File: src/rtl/seq_controller_p.sv
// rtl/seq_controller_p.sv - 8-phase accumulator CPU sequence controller with memory wait, HALTED state and optional extended opcodes
// Optional retired-instruction counter enabled by macro SEQ_ICOUNT_EN; otherwise icount is tied to 0.
module seq_controller_p #(
    parameter int OPW   = 3,
    parameter int CNT_W = 16
) (
    input  logic             clk,
    input  logic             rst_,
    input  logic [OPW-1:0]   opcode,
    input  logic             zero,
    input  logic             mem_ready,
    input  logic             resume,
    output logic             mem_rd,
    output logic             load_ir,
    output logic             halt,
    output logic             inc_pc,
    output logic             load_ac,
    output logic             load_pc,
    output logic             mem_wr,
    output logic [2:0]       phase,
    output logic             illegal,
    output logic [CNT_W-1:0] icount
);

    typedef enum logic [2:0] {
        INST_ADDR  = 3'd0,
        INST_FETCH = 3'd1,
        INST_LOAD  = 3'd2,
        IDLE       = 3'd3,
        OP_ADDR    = 3'd4,
        OP_FETCH   = 3'd5,
        ALU_OP     = 3'd6,
        STORE      = 3'd7
    } phase_t;

    phase_t     r_phase;
    logic       r_halted;
    logic       w_ext;
    logic [2:0] w_lo;
    logic       w_hlt, w_skz, w_aluop, w_sto, w_jmp, w_sknz, w_jz, w_ill;
    logic       w_stall;

    // Extended opcodes exist only for the 4-bit build, selected by the opcode MSB.
    generate
        if (OPW == 4) begin : g_ext
            assign w_ext = opcode[OPW-1];
        end else begin : g_noext
            assign w_ext = 1'b0;
        end
    endgenerate

    assign w_lo = opcode[2:0];

    always_comb begin
        w_hlt   = !w_ext && (w_lo == 3'b000);
        w_skz   = !w_ext && (w_lo == 3'b001);
        w_aluop = !w_ext && (w_lo inside {3'b010, 3'b011, 3'b100, 3'b101});
        w_sto   = !w_ext && (w_lo == 3'b110);
        w_jmp   = !w_ext && (w_lo == 3'b111);
        w_sknz  =  w_ext && (w_lo == 3'b000);
        w_jz    =  w_ext && (w_lo == 3'b001);
        w_ill   =  w_ext && (w_lo >= 3'b011);
    end

    always_comb begin
        mem_rd  = 1'b0;
        load_ir = 1'b0;
        halt    = 1'b0;
        inc_pc  = 1'b0;
        load_ac = 1'b0;
        load_pc = 1'b0;
        mem_wr  = 1'b0;
        illegal = w_ill && r_phase[2];
        if (r_halted) begin
            halt = 1'b1;
        end else begin
            case (r_phase)
                INST_ADDR:  ;
                INST_FETCH: mem_rd = 1'b1;
                INST_LOAD, IDLE: begin
                    mem_rd  = 1'b1;
                    load_ir = 1'b1;
                end
                OP_ADDR: begin
                    inc_pc = 1'b1;
                    halt   = w_hlt || w_ill;
                end
                OP_FETCH: mem_rd = w_aluop;
                ALU_OP: begin
                    mem_rd  = w_aluop;
                    inc_pc  = (w_skz && zero) || (w_sknz && !zero);
                    load_pc = w_jmp || (w_jz && zero);
                end
                STORE: begin
                    mem_rd  = w_aluop;
                    load_ac = w_aluop;
                    load_pc = w_jmp || (w_jz && zero);
                    mem_wr  = w_sto;
                end
                default: ;
            endcase
        end
    end

    // Only the memory-owning phases wait; strobes hold because phase and inputs hold.
    assign w_stall = (r_phase inside {INST_FETCH, OP_FETCH, STORE}) &&
                     (mem_rd || mem_wr) && !mem_ready;

    always_ff @(posedge clk) begin
        if (rst_) begin
            r_phase  <= INST_ADDR;
            r_halted <= 1'b0;
        end else if (r_halted) begin
            if (resume) begin
                r_halted <= 1'b0;
                r_phase  <= OP_FETCH;
            end
        end else if (r_phase == OP_ADDR && halt) begin
            r_halted <= 1'b1;
        end else if (!w_stall) begin
            r_phase <= phase_t'(r_phase + 3'd1);
        end
    end

    assign phase = r_phase;

`ifdef SEQ_ICOUNT_EN
    logic [CNT_W-1:0] r_icount;

    always_ff @(posedge clk) begin
        if (rst_) begin
            r_icount <= '0;
        end else if (!r_halted && r_phase == STORE && !w_stall) begin
            r_icount <= r_icount + CNT_W'(1);
        end
    end

    assign icount = r_icount;
`else
    assign icount = '0;
`endif

endmodule

File: config.mk
export PLATFORM = sky130hd
export DESIGN_NAME = seq_controller_p
export DESIGN_NICKNAME = d
export VERILOG_FILES = /design/src/rtl/seq_controller_p.sv
export SDC_FILE = /design/constraint.sdc
export NUM_CORES = 1
export LEC_CHECK = 0
export ABC_AREA = 0
export CORE_MARGIN = 3
export CORE_UTILIZATION = 34
export DETAILED_ROUTE_END_ITERATION = 8
export MAX_ROUTING_LAYER = met4
export PLACE_DENSITY = 0.78
export SLEW_MARGIN = 20
export SYNTH_ARGS = -nofsm -noshare
export SYNTH_HDL_FRONTEND = slang
export SYNTH_SLANG_ARGS = --single-unit
File: constraint.sdc
create_clock -name clk -period 2.3 [get_ports clk]
set_input_delay 0.46 -clock clk [delete_from_list [all_inputs] [get_ports clk]]
set_output_delay 0.46 -clock clk [all_outputs]
set_load 0.02 [all_outputs]
==> impl_results.md <==
* Kind of start point of the critical path: primary input
* Register area at roughly 80 um^2
* Post-layout instance count excluding filler cells at around 100
* First-pass GRT wire length at 1950 um
* Critical Path End Type: output pin
* TritonCTS Sinks at 4
* Mean routed wirelength per cell at 11.8 um
* Routed via count divided by cell count at around 4.5
* Hold Path Sink: phase[1]
* Hold Startpoint: phase[1]
* Final weighted congestion of routability-driven global placement at 0.787
* Iter 0 DRT Violations at 6
* Mean cell area of the mapped netlist at 7.82 um^2
* Quantity of hold-fixing buffers added after cts at 0
* Detailed Place HPWL at 1020 um
* Top FF cell, synth: dfxtp_1
* Final WL at between 1000 and 1500 um
* Clock tree root buffer cell: clkbuf_4
* Multi-input gate area in the final layout at approximately 360 um^2
* Overflow after GRT at 0
* Setup slack of the worst register-to-register path at around 260 ps
* Arrival time of the worst setup path at roughly 1700 ps
* Setup repair after global routing missed its margin: no
* Number of cells produced by synthesis at 65
* Clock latency at the later pin of the worst-skew pair at around 230 ps
* Sequential cell area fraction in the yosys report at ~16%
* Maximum ir drop on the vdd rail at 392 uV
* Synthesis-to-finish area growth at 35.5%
* Worst endpoint required time at between 1500 and 2000 ps
* Die width at around 45 um
* Post-layout power at between 400 and 500 uW
* Worst hold path type: flop to flop
* Share of post-route cells with drive strength above 1 at 18.0%
* Std-Cell Core Area at around 0.0014 mm^2
* Number of antenna-violating nets in the routed design at 0
* Pin count of the biggest net entering global routing at 8
* Starting Density at a little under two fifths
* Via count of the first global-routing pass at 476
* R2R depth at 8
* Post-synthesis cell type count at 22
* Top-level I/O count at 35
* Number of antenna violations at the first check in global routing at 0
* Clock transition at the registers of the reported paths at around 40 ps
* CTS H-tree lvls at 1
* Number of cell rows at 13
* Synthesized area at ~510 um^2
* Sw Ratio at between 40% and 50%
* Share of the clock period used by the worst path after layout at 94.9%
* Reg-to-reg endpoint: phase[0]
* Final slew viol count at 0
* Total of buffers placed on input and output ports at 17
* Start-to-end type of the worst setup path: primary input to output pin
* Post-route DRC violation count at 0
* Max-cap viol count at 0
* Core Util, Final at 51.0%
* Share of synthesized registers carrying an async set or reset at 0%
* Setup_tns at 0 ps
* Power share of the clock group at approximately 17%
* Area share of the largest cell type after synthesis at between 20 and 30%
* TritonCTS buffer count at 3
* Via count at about 470
* Largest area contributor in the synthesized netlist: buf_4
* Leakage component of the power at 0.000342 uW
* Router iterations before antenna repair at 2
* Count of cells along the worst hold path at 2
* Internal power component at roughly 270 uW
* Chip height at approximately 45 um
* Final number of setup-violating endpoints at 0
* Post-layout net count at ~100
* Outcome: finished, final reports clean
* Fmax achieved at approximately 460 MHz
* Post-synthesis register bit count at 4
* Longest Clk Path Bufs at 2
* Launch point of the worst reg-to-reg path: phase[0]
* Fraction of power consumed by combinational cells at 63.3%
* Net switching power at around 230 uW
* CTS tree: done
* Time the final worst path needs with I/O delays and setup at ~2200 ps
* Clock Skew at 2.37 ps
* Sequential share of power at between 15 and 20%
* Total number of yosys warnings at 0
* Cell types occupying the most area after synthesis: buf_4, dfxtp_1, ha_1, nor2_1, o41ai_4
* Crit path max fanout at 3
* All-Layer GR Usage at a little over an eighth
* Post-CTS setup buffers at 0
* Full die area at between 0.0015 and 0.002 mm^2
* Final Hold Fails at 0
* Diode insertion count for antenna repair at 0
* Number of enable flip-flop cells after synthesis at 0
* P per Cell Area at just over 700 mW/mm^2
* Filler Cell Count at around 160
* Number of placed instances, taps included at 101
## metrics by stage
step / setup slack (ps) / hold WS, ps / cell area (um^2)
after floorplan: 290 / 528 / 568
after global placement: -279 / 581 / 667
after detailed placement: -339 / 600 / 667
after CTS: 10.6 / 610 / 693
after global routing: 18.7 / 657 / 688
final: 117 / 609 / 688
## synth_stat cells, types with 3 or more instances
library cell / n
inv_1: 3
nand2_1: 4
buf_4: 17
ha_1: 5
dfxtp_1: 4
a21oi_1: 3
nor2_1: 11
nor3_1: 4
## placed cells by master, fill, tap and decap left out, types with 3 or more instances in the layout
cell and instances:
nor2_1 11, buf_4 5, a21oi_1 3, clkdlybuf4s50_1 11, conb_1 17, dfxtp_1 4
clkbuf_4 3, dlygate4sd2_1 5, nand2_1 4, inv_1 3, ha_1 5, nor3_1 4
## power groups by stage
stage | clock network, uW | logic (uW) | registers (uW)
after floorplan | 0 | 183 | 125
after global placement | 0 | 313 | 98.3
after detailed placement | 0 | 326 | 99.0
after CTS | 89.4 | 323 | 98.1
after global routing | 94.2 | 344 | 102
final | 85.2 | 316 | 98.2
## how the worst max path moves through the flow
stage / start / endpoint / slack (ps)
2_1_floorplan: phase[0] / phase[0] / 290
3_3_place_gp: opcode[2] / mem_rd / -280
3_5_place_dp: opcode[2] / mem_rd / -340
4_1_cts: opcode[1] / mem_rd / 10
5_1_grt: opcode[2] / halt / 20
6_report: opcode[2] / halt / 120
## state kept, by name (all words and copies together) (netlist names)
name and flops:
r_halted 1, phase 3
## per-layer routing
layer,share of wire [%],vias up,global-route usage [%]
met5,0,-,-
met4,0,0,7.23
met3,7.3,0,1.22
met2,55,21,24.9
met1,38,219,14.0
li1,-,233,-
## repair_timing
item                       4_1_cts  5_1_grt
pin swaps                        1        1
resized for setup                9        1
setup endpoints to repair        5        1
gates cloned                     0        0
## critical path: stages
cell             delay, ps
clkdlybuf4s50_1        480
nor2_1                 190
nand4b_1               170
nand2_1                100
dlygate4sd2_1          330
## cell type report
cell class / count / share of cell area, %
multi-input combinational: 57 / 52.2
timing repair buffer: 22 / 28.5
sequential: 4 / 11.6
clock buffer: 3 / 3.27
tap: 15 / 2.73
inverter: 3 / 1.64
## logic make-up after synthesis
logic type | after synthesis | synth area share, %
other | 1 | 0.738
XOR/XNOR | 1 | 1.72
multiplexers | 1 | 2.22
buffers and inverters | 20 | 27.3
AO/OA/AOI/OAI | 8 | 16.0
adder cells (fa/ha/maj) | 5 | 12.3
AND/OR/NAND/NOR | 25 | 23.9
flip-flops | 4 | 15.8
Power figures use the tool's default switching activity.
